**src/rtl/custom_acc_pkg.sv**
```systemverilog
// Shared constants, output-register state encoding and sizing helper
// for the partial-sum accumulator.
package custom_acc_pkg;

    localparam int unsigned N_TERMS_DEF = 9;
    localparam int unsigned ACC_W_DEF   = 16;

    typedef enum logic [0:0] {
        EMPTY = 1'b0,
        HOLD  = 1'b1
    } out_state_e;

    // Counter width for 0..n-1, never narrower than one bit
    function automatic int unsigned cnt_width(input int unsigned n);
        return (n > 1) ? $clog2(n) : 1;
    endfunction

endpackage

```
**src/rtl/custom_acc_out_reg.sv**
```systemverilog
// Single-entry holding register for a finished window sum plus its
// overflow flag, presented on a valid/ready port.
module custom_acc_out_reg
    import custom_acc_pkg::*;
#(
    parameter int unsigned ACC_W = ACC_W_DEF
) (
    input  logic             clk,
    input  logic             rst,
    input  logic             load,
    input  logic [ACC_W-1:0] load_data,
    input  logic             load_ovf,
    input  logic             out_ready,
    output logic             out_valid,
    output logic [ACC_W-1:0] out_data,
    output logic             out_ovf
);

    out_state_e state, state_nxt;

    always_ff @(posedge clk or posedge rst) begin
        if (rst) begin
            state <= EMPTY;
        end else begin
            state <= state_nxt;
        end
    end

    always_comb begin
        state_nxt = state;
        case (state)
            EMPTY: if (load) state_nxt = HOLD;
            HOLD:  if (out_ready && !load) state_nxt = EMPTY;
            default: state_nxt = EMPTY;
        endcase
    end

    always_ff @(posedge clk or posedge rst) begin
        if (rst) begin
            out_data <= '0;
            out_ovf  <= 1'b0;
        end else if (load) begin
            out_data <= load_data;
            out_ovf  <= load_ovf;
        end
    end

    assign out_valid = (state == HOLD);

endmodule

```
**src/rtl/custom_psum_accumulator.sv**
```systemverilog
// Accumulates N_TERMS unsigned products per window and hands each finished
// sum to a holding register so the next window can start under backpressure.
module custom_psum_accumulator
    import custom_acc_pkg::*;
#(
    parameter int unsigned N_TERMS = N_TERMS_DEF,
    parameter int unsigned ACC_W   = ACC_W_DEF
) (
    input  logic             clk,
    input  logic             rst,
    input  logic             clear,
    input  logic             in_valid,
    output logic             in_ready,
    input  logic [7:0]       mul_in,
    output logic             out_valid,
    input  logic             out_ready,
    output logic [ACC_W-1:0] out_data,
    output logic             out_ovf,
    output logic             busy
);

    localparam int unsigned      CNT_W = cnt_width(N_TERMS);
    localparam logic [CNT_W-1:0] LAST  = CNT_W'(N_TERMS - 1);

    logic [ACC_W-1:0] acc, acc_nxt;
    logic             ovf, ovf_nxt;
    logic [CNT_W-1:0] count, count_nxt;
    logic [ACC_W:0]   sum;
    logic             accept;
    logic             completing;

    // Only the completing term has to wait for the holding register to drain
    assign in_ready   = !clear && !(out_valid && count == LAST);
    assign accept     = in_valid && in_ready;
    assign completing = accept && (count == LAST);
    assign sum        = (ACC_W+1)'(acc) + (ACC_W+1)'(mul_in);

    always_comb begin
        acc_nxt   = acc;
        ovf_nxt   = ovf;
        count_nxt = count;
        if (clear || completing) begin
            acc_nxt   = '0;
            ovf_nxt   = 1'b0;
            count_nxt = '0;
        end else if (accept) begin
            acc_nxt   = sum[ACC_W-1:0];
            ovf_nxt   = ovf | sum[ACC_W];
            count_nxt = count + CNT_W'(1);
        end
    end

    always_ff @(posedge clk or posedge rst) begin
        if (rst) begin
            acc   <= '0;
            ovf   <= 1'b0;
            count <= '0;
            busy  <= 1'b0;
        end else begin
            acc   <= acc_nxt;
            ovf   <= ovf_nxt;
            count <= count_nxt;
            busy  <= (count_nxt != '0);
        end
    end

    custom_acc_out_reg #(
        .ACC_W (ACC_W)
    ) u_out_reg (
        .clk       (clk),
        .rst       (rst),
        .load      (completing),
        .load_data (sum[ACC_W-1:0]),
        .load_ovf  (ovf | sum[ACC_W]),
        .out_ready (out_ready),
        .out_valid (out_valid),
        .out_data  (out_data),
        .out_ovf   (out_ovf)
    );

endmodule

```
**config.mk**
```make
export PLATFORM = sky130hd
export DESIGN_NAME = custom_psum_accumulator
export DESIGN_NICKNAME = d
export VERILOG_FILES = /design/src/rtl/custom_acc_pkg.sv /design/src/rtl/custom_acc_out_reg.sv /design/src/rtl/custom_psum_accumulator.sv
export SDC_FILE = /design/constraint.sdc
export NUM_CORES = 1
export LEC_CHECK = 0
export CORE_MARGIN = 3
export CORE_UTILIZATION = 50
export CTS_BUF_LIST = sky130_fd_sc_hd__clkbuf_8
export DETAILED_ROUTE_END_ITERATION = 16
export PLACE_DENSITY = 0.84
export RECOVER_POWER = 100
export SETUP_SLACK_MARGIN = 0.3
export SLEW_MARGIN = 20
export SYNTH_ARGS = -nofsm -noshare
export SYNTH_HDL_FRONTEND = slang
export SYNTH_SLANG_ARGS = --single-unit
```
**constraint.sdc**
```tcl
create_clock -name clk -period 1.9 [get_ports clk]
set_clock_uncertainty 0.05 [all_clocks]
set_input_delay 0.38 -clock clk [delete_from_list [all_inputs] [get_ports clk]]
set_output_delay 0.38 -clock clk [all_outputs]
set_load 0.01 [all_outputs]
```
---- After elaboration in Yosys (flattened, before gate mapping) ----
Index checks and enable logic that the tools add are counted.
Widths: inputs -> output; s select.
operators by class
  add/sub/neg operators ................... 2
  equality and inequality tests ........... 1
  muxes and demuxes ....................... 9
  bitwise logic cells ..................... 2
  reduce and logical (&&, ||, !) cells .... 11
operators by type and width
  operator             number
  $mux 16              2
  $add 16x8->17        1
  $mux 4               2
  $logic_and 1x1->1    5
  $add 4x1->4 const B  1
  $eq 4x4->1 const B   1
  $mux 1               4
  $reduce_bool 4->1    1
  $logic_not 1->1      3
  $pmux 1 s2           1
  $reduce_bool 2->1    1
  $logic_or 1x1->1     1
  $not 1->1            1
  $or 1x1->1           1
storage, ports and cells
  flip-flop bits (word level) ............. 40
  input port bits ......................... 13
  word-level logic and storage cells ...... 32

---- Depth between registers and ports, before layout ----
Gate-level depths: netlist of run 1.
  depth after elaboration ................. 10
  mapped depth ............................ 8
  mapped depth without buffers ............ 8

---- Modules after synthesis ----
A second synthesis of run 1 with hierarchy kept.
unflattened totals
  cell total of the unflattened synthesis .. 198
  area total of the unflattened synthesis .. 2232.1 um^2
modules (own cells, without submodules)
  module                   times used  cells an instance  area an instance (um^2)  sequential area each (um^2)
  custom_psum_accumulator  1           158                1508.9                   550.5
  custom_acc_out_reg       1           40                 723.2                    450.4

---- Worst setup path before layout of run 1 ----
OpenSTA, ideal clock, no wires.
  path kind ............................... input port to flip-flop
  start ................................... input port mul_in[0]
  end ..................................... register u_out_reg.out_data[14]
  setup time .............................. 0.121 ns
  arrival time ............................ 1.872 ns
  setup slack ............................. -0.143 ns
  stages on the path ...................... 8
  buffers on the path ..................... 0
  path through ............................ ha_1 -> fa_1 -> a211oi_1 -> o21a_4 -> a211oi_4 -> nand3_2 -> xor2_1 -> o21ai_1
on the way
  longest elaborated chain between the ends .. 1
RTL lines
  item                  line                           source
  start, declared       custom_psum_accumulator.sv:14  input logic [7:0] mul_in,
  $add 16x8->17         custom_psum_accumulator.sv:36  assign sum = (ACC_W+1)'(acc) + (ACC_W+1)'(mul_in);
  end signal, assigned  custom_acc_out_reg.sv:43       out_data <= load_data;
  end, declared         custom_acc_out_reg.sv:15       output logic [ACC_W-1:0] out_data,
No other way between the ends.
A chain may end at the register's enable or synchronous reset.

---- Worst setup path in the final report of run 1 ----
  start ................................... register acc[0]
  end ..................................... register u_out_reg.out_data[8]
on the way
  longest elaborated chain between the ends .. 1
RTL lines
  item                    line                           source
  start, declared         custom_psum_accumulator.sv:25  logic [ACC_W-1:0] acc, acc_nxt;
  start signal, assigned  custom_psum_accumulator.sv:60  acc <= acc_nxt;
  $add 16x8->17           custom_psum_accumulator.sv:36
No other way between the ends.

==> flow_metrics.env, run 1 <==
export IMPL_min_period_ns=2.15
export IMPL_antenna_found_initial=0
export IMPL_timing_final_ws_setup_ns=-0.248
export IMPL_powerDensity_nw_per_um2=700
export IMPL_hpwl_mm=3.58
export IMPL_global_route_overflow_total=0
export IMPL_cp_buffers_inverters=1
export IMPL_fmax_mhz=466
export IMPL_synth_edf_count=0
export IMPL_layout_commonest_cell="dfrtp_1"
export IMPL_rsz0062_at_grt="yes"
export IMPL_layout_cells_most_common_list="dfrtp_1, buf_4, dlygate4sd2_1"
export IMPL_clk_pin_slew_worst_paths_ns=0.08
export IMPL_maxSlewHeadroom_pct=33.8
export IMPL_async_flop_share_pct=100
export IMPL_yosysTopAreaCellShare_pct=47.0
export IMPL_cp_slowest_stage_delay_ns=0.42
export IMPL_syn_area_per_cell_um2=10.3
export IMPL_syn2layout_area_growth_pct=63.1
export IMPL_yosys_warnings=0
export IMPL_multi_input_area_um2=1420
export IMPL_maxCapViolations=0
export IMPL_fin_crit_sh_pct=113
export IMPL_cts_buffer_depth=2
export IMPL_cp_top_family="compound AO/OA/AOI/OAI gates"
export IMPL_syn_area_um2=2130
export IMPL_drc=0
export IMPL_die_x_um=71.3
export IMPL_slew_violations=0
export IMPL_yosysSeqAreaShare_pct=47.0
export IMPL_holdBufCountCts=0
export IMPL_synthesis_nets=230
export IMPL_wl_per_cell_um=20.8
export IMPL_port_buffers=32
export IMPL_grt_pass1_wl_mm=9.92
export IMPL_p_leak_nw=1.63
export IMPL_crit_type="reg -> reg"
export IMPL_vias_per_cell=5.94
export IMPL_drt_iter0_markers=237
export IMPL_drive_gt1_share_pct=41.5
export IMPL_cts_tree="done"
export IMPL_start_kind="flip-flop"
export IMPL_cts_buffers=5
export IMPL_clockRootBuffer="clkbuf_8"
export IMPL_final_hold_viol_count=0
export IMPL_vias=2084
export IMPL_cts_htree_levels=2
export IMPL_synthCells=206
export IMPL_worstPathMaxFanout=3
export IMPL_drtAntennaViolNets=0
export IMPL_finalSetupViolations=26
export IMPL_grt_max_degree=41
export IMPL_first_pass_iters=4
export IMPL_totalPowerFinal_mw=2.43
export IMPL_worst_slew_pin_slew_ns=0.993
export IMPL_synthTopCellsByArea="dfrtp_1, ha_1, xnor2_1"
export IMPL_synth_top_area_cell="dfrtp_1"
export IMPL_pre_cts_slack_ns=-0.650
export IMPL_nNetsFinal=324
export IMPL_worstPathRequired_ns=2.06
export IMPL_clk_insertion_delay_late_ns=0.30
export IMPL_cp_end_kind="flip-flop"
export IMPL_vdd_drop_max_uv=671
export IMPL_violations="negative setup slack"
export IMPL_n_antenna_cell=0
export IMPL_io_pins=33
export IMPL_cts_sinks=40
export IMPL_fp_coreArea_um2=4060
export IMPL_cp_cell_sequence="ha_4 -> fa_2 -> a211oi_2 -> o21a_4 -> buf_4 -> o21ai_2 -> xnor2_1 -> o21ai_1"
export IMPL_nFillCells=197
export IMPL_finalWeightedCongestion=0.835
export IMPL_initial_core_util_pct=52.5
export IMPL_synth_cell_types=42
export IMPL_drt_total_wl_mm=7.30
export IMPL_holdCritPathClass="reg -> reg"
export IMPL_synth_seq_cells=40
export IMPL_grt_pass1_vias=2087
export IMPL_status="finished, violations left"
export IMPL_seq_area_um2=1000
export IMPL_crit_slowest_cell="dfrtp_1"
export IMPL_grt_usage_pct=25.4
export IMPL_row_count=23
export IMPL_critical_path_arrival_ns=2.31
export IMPL_fp_dieArea_um2=5080
export IMPL_synthFlopType="dfrtp_1"
export IMPL_die_y_um=71.3
worst min-delay path: cells and delay by family, from the launching register on:
kind / cells / cell delay (ns)
flops: 1 / 0.34
compound gates: 1 / 0.06
simple gates: 1 / 0.04
sequential cells by signal, summed over array words and instances, names as in the netlist:
register,count
u_out_reg.out_data,16
count,4
u_out_reg.out_valid,1
ovf,1
acc,16
u_out_reg.out_ovf,1
busy,1
through the flow:
| step | hold WS [ns] | TNS [ns] | utilization, % | instance area (µm²) | std cells |
|---|---|---|---|---|---|
| 3_3_place_gp | 0.410 | -11.89 | 70.0 | 2840 | 313 |
| 6_report | 0.423 | -2.80 | 85.6 | 3470 | 351 |
| 2_1_floorplan | 0.396 | 0 | - | 2260 | 206 |
| 4_1_cts | 0.395 | -1.05 | 80.5 | 3270 | 339 |
| 3_5_place_dp | 0.419 | -12.95 | 70.0 | 2840 | 313 |
| 5_1_grt | 0.449 | -4.98 | 85.6 | 3470 | 351 |
power by group:
group	internal (mW)	total, mW	switching, mW
logic	0.460	0.907	0.447
clock network	0.286	0.584	0.298
registers	0.895	0.941	0.0457
logic make-up after synthesis:
| kind of cell | share of synthesized area (%) |
|---|---|
| flip-flops | 47.0 |
| AND/OR/NAND/NOR | 12.0 |
| AO/OA/AOI/OAI | 20.3 |
| multiplexers | 4.76 |
| XOR/XNOR | 6.58 |
| adder cells (fa/ha/maj) | 6.82 |
| buffers and inverters | 2.47 |
area by class of cell:
type | count | share of cell area [%]
inverters | 7 | 0.756
clock buffers | 6 | 2.38
clock inverters | 2 | 0.216
repair buffers | 91 | 25.0
well taps | 50 | 1.80
flip-flops and latches | 40 | 28.9
multi-input cells | 155 | 41.0
cell usage after synthesis (2+ instances only):
cell type,n
a211oi_1,3
a21o_1,3
a21oi_1,15
a22o_1,9
a31oi_1,4
and2_1,2
clkbuf_1,2
dfrtp_1,40
ha_1,10
inv_1,7
mux2_2,9
nand2_1,17
nand2b_1,2
nand3_1,3
nand4_1,3
nor2_1,15
nor2b_1,2
o21a_1,3
o21ai_0,19
o21ai_1,2
xnor2_1,12
xor2_1,4
per-layer routing:
layer  part of all wire (%)  GRT usage, %
met1                     38          28.3
met2                     53          46.8
met3                    5.9          5.89
met4                    3.0          9.19
met5                      0             0
final timing paths:
check | start | end | slack (ns) | depth (start not counted)
max in group asynchronous | rst | u_out_reg.out_valid | 0.34 | 3
setup reg to reg | acc[0] | u_out_reg.out_data[8] | -0.25 | 8
min in group asynchronous | rst | count[1] | 0.78 | 3
hold reg to reg | u_out_reg.out_data[9] | u_out_reg.out_data[9] | 0.42 | 2
setup / recovery | acc[0] | u_out_reg.out_data[8] | -0.25 | 8
hold / removal | u_out_reg.out_data[9] | u_out_reg.out_data[9] | 0.42 | 2
repair_timing:
item                       in CTS  in global routing
pin swaps                      20                 20
buffers inserted               17                 11
setup endpoints to repair      57                 39
gates resized for setup        75                 30
gates cloned                    1                  1
Power figures use the tool's default switching activity.
==> inputs of run 2 (changes only) <==
Settings changed: DONT_BUFFER_PORTS from default to 1, PLACE_DENSITY 0.84 to 0.74, RECOVER_POWER 100 to default.
==> flow_metrics.env, run 2 (synthesis results as in run 1) <==
export IMPL_rsz0062_at_grt="yes"
export IMPL_r2r_start="acc[0]"
export IMPL_clk_pin_slew_worst_paths_ns=0.08
export IMPL_powerDensity_nw_per_um2=769
export IMPL_cp_slowest_stage_delay_ns=0.42
export IMPL_antenna_found_initial=0
export IMPL_crit_start="acc[0]"
export IMPL_grt_pass1_wl_mm=7.90
export IMPL_worst_slew_pin_slew_ns=0.507
export IMPL_die_x_um=71.3
export IMPL_cp_end_kind="flip-flop"
export IMPL_grt_max_degree=41
export IMPL_final_area_um2=2830
export IMPL_holdCritPathClass="in -> async"
export IMPL_fmax_mhz=485
export IMPL_cts_buffers=5
export IMPL_switching_power_uw=654
export IMPL_status="finished, violations left"
export IMPL_vias=1703
export IMPL_layout_cells_most_common_list="dfrtp_1, buf_4, nand2_1"
export IMPL_cts_htree_levels=2
export IMPL_drtAntennaViolNets=0
export IMPL_fin_crit_sh_pct=108
export IMPL_vias_per_cell=5.73
export IMPL_fp_coreArea_um2=4060
export IMPL_timing_final_ws_setup_ns=-0.161
export IMPL_maxCapViolations=0
export IMPL_drt_iter0_markers=90
export IMPL_cts_tree="done"
export IMPL_vdd_drop_max_uv=655
export IMPL_die_y_um=71.3
export IMPL_final_hold_viol_count=0
export IMPL_cp_cell_sequence="ha_4 -> fa_2 -> a211oi_2 -> o21a_4 -> a211oi_4 -> buf_4 -> a211oi_2 -> a21oi_1"
export IMPL_switching_share_pct=30.1
export IMPL_r2r_cells=8
export IMPL_cpMostUsedCell="a211oi_2"
export IMPL_reg_top3="acc x16, u_out_reg.out_data x16, count x4"
export IMPL_crit_slowest_cell="dfrtp_1"
export IMPL_finalWeightedCongestion=0.856
export IMPL_hpwl_mm=3.18
export IMPL_nNetsFinal=270
export IMPL_crit_type="reg -> reg"
export IMPL_syn2layout_area_growth_pct=32.7
export IMPL_clockRootBuffer="clkbuf_8"
export IMPL_comb_power_share_pct=30.4
export IMPL_grt_usage_pct=19.7
export IMPL_grt_pass1_vias=1706
export IMPL_global_route_overflow_total=0
export IMPL_first_pass_iters=4
export IMPL_clockPowerShare_pct=26.3
export IMPL_io_pins=33
export IMPL_port_buffers=0
export IMPL_worstPathRequired_ns=2.04
export IMPL_row_count=23
export IMPL_min_period_ns=2.06
export IMPL_start_kind="flip-flop"
export IMPL_finalSetupViolations=19
export IMPL_drc=0
export IMPL_p_leak_nw=1.25
export IMPL_violations="negative setup slack"
export IMPL_critical_path_arrival_ns=2.20
export IMPL_p_int_mw=1.52
export IMPL_maxSlewHeadroom_pct=66.2
export IMPL_tns_ns=-1.26
export IMPL_initial_core_util_pct=52.5
export IMPL_wl_per_cell_um=16.8
export IMPL_clk_insertion_delay_late_ns=0.30
export IMPL_place_area_um2=2430
export IMPL_drive_gt1_share_pct=37.7
export IMPL_slew_violations=0
export IMPL_cts_buffer_depth=2
export IMPL_worstPathMaxFanout=6
export IMPL_cts_sinks=40
export IMPL_fp_dieArea_um2=5080
export IMPL_n_antenna_cell=0
export IMPL_layout_commonest_cell="dfrtp_1"
export IMPL_drt_total_wl_mm=5.00
export IMPL_power_frac_seq_pct=43.3
==> run 2: changes by cell type in the layout (fill, tap and decap cells not counted), sizes merged <==
cell | before | now
buf | 57 | 37
bufbuf | 1 | 0
clkbuf | 8 | 6
clkdlybuf4s50 | 4 | 0
dlygate4sd2 | 26 | 0
dlygate4sd3 | 1 | 0
==> run 2: power groups by stage <==
stage,Sequential (mW),Combinational [mW],Clock (mW)
2_1_floorplan,0.945,0.388,0
3_3_place_gp,0.948,0.525,0
3_5_place_dp,0.951,0.539,0
4_1_cts,0.937,0.594,0.585
5_1_grt,0.944,0.722,0.607
6_report,0.940,0.660,0.572
==> run 2: repair_timing <==
| item | in CTS | in global routing |
|---|---|---|
| endpoints found under the setup margin | 36 | 38 |
| hold buffers | 0 | 0 |
| resized for setup | 16 | 24 |
| pin swaps | 13 | 18 |
| cloned | 1 | 0 |
| hold endpoints to repair | 0 | 0 |
| buffers inserted | 8 | 8 |
==> run 2: area by class of cell <==
cell class / instances / area [µm²]
Clock inverter: 2 / 7.51
Fill cell: 293 / 1230
Sequential cell: 40 / 1000
Tap cell: 50 / 62.6
Multi-Input combinational cell: 155 / 1350
Inverter: 7 / 26.3
Clock buffer: 6 / 82.6
Timing Repair Buffer: 37 / 300
==> run 2: worst max-delay path, delay by kind of cell, from the launching register on <==
kind,cells,cell delay [ns]
fa+ha+maj,2,0.53
buf+inv,1,0.19
flops,1,0.42
compound gates,5,0.75
==> run 2: final timing paths <==
path / end / slack (ns)
min reg2reg: u_out_reg.out_data[11] / 0.50
min: u_out_reg.out_data[0] / 0.03
max reg2reg: u_out_reg.out_ovf / -0.16
max: u_out_reg.out_ovf / -0.16
min in group clk: count[2] / 0.09
max in group asynchronous: acc[6] / 1.40
==> run 2: metal layers <==
layer | vias up | GRT usage (%) | share of wire [%]
met5 | - | 0 | 0
met4 | 0 | 6.89 | 2.0
met3 | 10 | 5.47 | 4.8
met2 | 40 | 32.6 | 50
met1 | 841 | 24.8 | 43
li1 | 812 | - | -
==> run 2: stage by stage <==
stage          hold WS [ns]  util [%]  instances  power, mW  setup slack [ns]
6_report             0.0344      69.7        297       2.17            -0.161
4_1_cts              0.0592      65.6        289       2.12           -0.0860
5_1_grt              0.0876      69.7        297       2.27            -0.243
3_3_place_gp          0.376      59.9        272       1.47           -0.0731
3_5_place_dp          0.378      59.9        272       1.49            -0.113
2_1_floorplan         0.396         -        206       1.33            0.0360
==> inputs of run 3 (changes only) <==
Settings changed: SYNTH_HIERARCHICAL from default to 1.
Clock period 1.9 ns to 1.8 ns, I/O delays scaled along.
==> flow_metrics.env, run 3 <==
export IMPL_grt_usage_pct=24.8
export IMPL_r2r_slack_ns=-0.40
export IMPL_pre_cts_slack_ns=-0.393
export IMPL_powerDensity_nw_per_um2=740
export IMPL_maxCapViolations=0
export IMPL_n_antenna_cell=0
export IMPL_synth_seq_cells=40
export IMPL_fmax_mhz=454
export IMPL_critical_path_arrival_ns=2.34
export IMPL_fp_coreArea_um2=4140
export IMPL_port_buffers=0
export IMPL_min_delay_worst_endpoint="u_out_reg/out_valid"
export IMPL_nNetsFinal=284
export IMPL_final_hold_viol_count=0
export IMPL_synthFlopType="dfrtp_1"
export IMPL_io_pins=33
export IMPL_cts_sinks=40
export IMPL_antenna_found_initial=0
export IMPL_synth_top_area_cell="dfrtp_1"
export IMPL_cp_end_kind="flip-flop"
export IMPL_synth_common_cells="dfrtp_1, nand2_1, nor2_1"
export IMPL_grt_pass1_wl_mm=9.96
export IMPL_hpwl_mm=3.71
export IMPL_syn2layout_area_growth_pct=49.9
export IMPL_initial_core_util_pct=53.9
export IMPL_worstPathRequired_ns=1.94
export IMPL_finalWeightedCongestion=0.845
export IMPL_vias_per_cell=6.31
export IMPL_cts_buffers=5
export IMPL_wl_per_cell_um=23.0
export IMPL_fp_dieArea_um2=5300
export IMPL_global_route_overflow_total=0
export IMPL_async_flop_share_pct=100
export IMPL_p_leak_nw=1.50
export IMPL_yosysTopAreaCellShare_pct=44.8
export IMPL_crit_start="acc[0]"
export IMPL_syn_area_um2=2230
export IMPL_yosysSeqAreaShare_pct=44.8
export IMPL_drc=0
export IMPL_status="finished, violations left"
export IMPL_cts_tree="done"
export IMPL_rsz0062_at_grt="yes"
export IMPL_clk_insertion_delay_late_ns=0.31
export IMPL_vdd_drop_max_uv=557
export IMPL_min_period_ns=2.20
export IMPL_synth_cell_types=47
export IMPL_grt_pass1_vias=2022
export IMPL_fin_crit_sh_pct=122
export IMPL_drtAntennaViolNets=0
export IMPL_vias=1963
export IMPL_timing_final_ws_setup_ns=-0.401
export IMPL_r2r_cells=8
export IMPL_drt_iter0_markers=97
export IMPL_clockRootBuffer="clkbuf_8"
export IMPL_reg_top3="acc x16, u_out_reg/out_data x16, count x4"
export IMPL_syn_area_per_cell_um2=11.3
export IMPL_crit_type="reg -> reg"
export IMPL_synthCells=198
export IMPL_finalSetupViolations=28
export IMPL_layout_cells_most_common_list="buf_4, dfrtp_1, mux2_4"
export IMPL_drive_gt1_share_pct=55.2
export IMPL_cts_buffer_depth=2
export IMPL_worstPathMaxFanout=7
export IMPL_worst_slew_pin_slew_ns=0.375
export IMPL_hold_start="out_ready"
export IMPL_die_y_um=72.8
export IMPL_holdCritPathClass="in -> reg"
export IMPL_start_kind="flip-flop"
export IMPL_whs_path_depth=2
export IMPL_fin_util_pct=80.8
export IMPL_nFillCells=220
export IMPL_clk_pin_slew_worst_paths_ns=0.08
export IMPL_row_count=23
export IMPL_rr_endpoint="u_out_reg/out_data[10]"
export IMPL_maxSlewHeadroom_pct=74.9
export IMPL_die_x_um=72.8
export IMPL_synthTopCellsByArea="dfrtp_1, mux2_4, ha_1"
export IMPL_cts_htree_levels=2
export IMPL_drt_total_wl_mm=7.15
export IMPL_first_pass_iters=4
export IMPL_grt_max_degree=23
export IMPL_slew_violations=0
export IMPL_yosys_warnings=6
export IMPL_violations="negative setup slack"
export IMPL_synthesis_nets=222
export IMPL_layout_commonest_cell="buf_4"
export IMPL_synth_edf_count=0
export IMPL_r2r_start="acc[0]"
export IMPL_yosysMostFrequentCell="dfrtp_1"
==> run 3: repair_timing <==
item / in CTS / in global routing
pin swaps: 27 / 14
cloned: 2 / 0
hold endpoints to repair: 40 / 0
buffers inserted: 20 / 8
endpoints found under the setup margin: 41 / 41
gates resized for setup: 41 / 33
hold buffers: 1 / 0
==> run 3: logic make-up (layout without fill, tap and decap cells) <==
logic type | Yosys count | in the layout | share of synthesized area, %
buffers and inverters | 14 | 77 | 3.59
muxes | 18 | 18 | 10.5
xor gates and xnor gates | 17 | 17 | 6.67
AOI/OAI and AO/OA | 50 | 50 | 17.2
adders and majority gates | 11 | 11 | 6.50
DFF | 40 | 40 | 44.8
and+or+nand+nor | 48 | 48 | 10.7
==> run 3: through the flow <==
stage          setup TNS, ns  instance area, µm²  power [mW]  std cells  hold slack (ns)
3_5_place_dp           -4.68                2620        1.47        272            0.245
3_3_place_gp           -3.86                2620        1.45        272            0.236
6_report               -6.79                3350        2.48        311            0.187
4_1_cts                -4.31                3120        2.31        303            0.163
5_1_grt                -8.67                3350        2.56        311            0.193
2_1_floorplan          -1.48                2370        1.31        198            0.249
==> run 3: area by class of cell <==
| cell class | instances | area (µm²) | area share (%) |
|---|---|---|---|
| Multi-Input combinational cell | 144 | 1570 | 46.9 |
| Clock inverter | 3 | 38.8 | 1.16 |
| Tap cell | 50 | 62.6 | 1.87 |
| Timing Repair Buffer | 61 | 576 | 17.2 |
| Inverter | 8 | 30.0 | 0.897 |
| Clock buffer | 5 | 68.8 | 2.06 |
| Sequential cell | 40 | 1000 | 29.9 |
==> run 3: critical path, stage by stage (launching register included) <==
cell	delay, ns
dfrtp_1	0.42
ha_4	0.18
fa_2	0.39
a211oi_4	0.30
o211ai_4	0.13
nand2_4	0.15
nor2_1	0.07
xor2_1	0.15
mux2_4	0.27
==> run 3: report_power, final <==
part | switching (mW) | total, mW | internal, mW
clock | 0.324 | 0.730 | 0.406
combinational | 0.380 | 0.774 | 0.394
sequential | 0.0390 | 0.972 | 0.933
total | 0.743 | 2.48 | 1.73
==> run 3: worst max-delay path by stage <==
stage               depth (start not counted)                     end
floorplan                                   8  u_out_reg/out_data[12]
global placement                            8  u_out_reg/out_data[14]
detailed placement                          8  u_out_reg/out_data[10]
CTS                                         8  u_out_reg/out_data[10]
global route                                8  u_out_reg/out_data[10]
finish                                      8  u_out_reg/out_data[10]
==> run 3: metal layers <==
| layer | GRT usage (%) | share of wire, % |
|---|---|---|
| met4 | 8.61 | 3.8 |
| met3 | 7.16 | 5.7 |
| met1 | 30.2 | 38 |
| met5 | 0 | 0 |
| met2 | 42.1 | 52 |
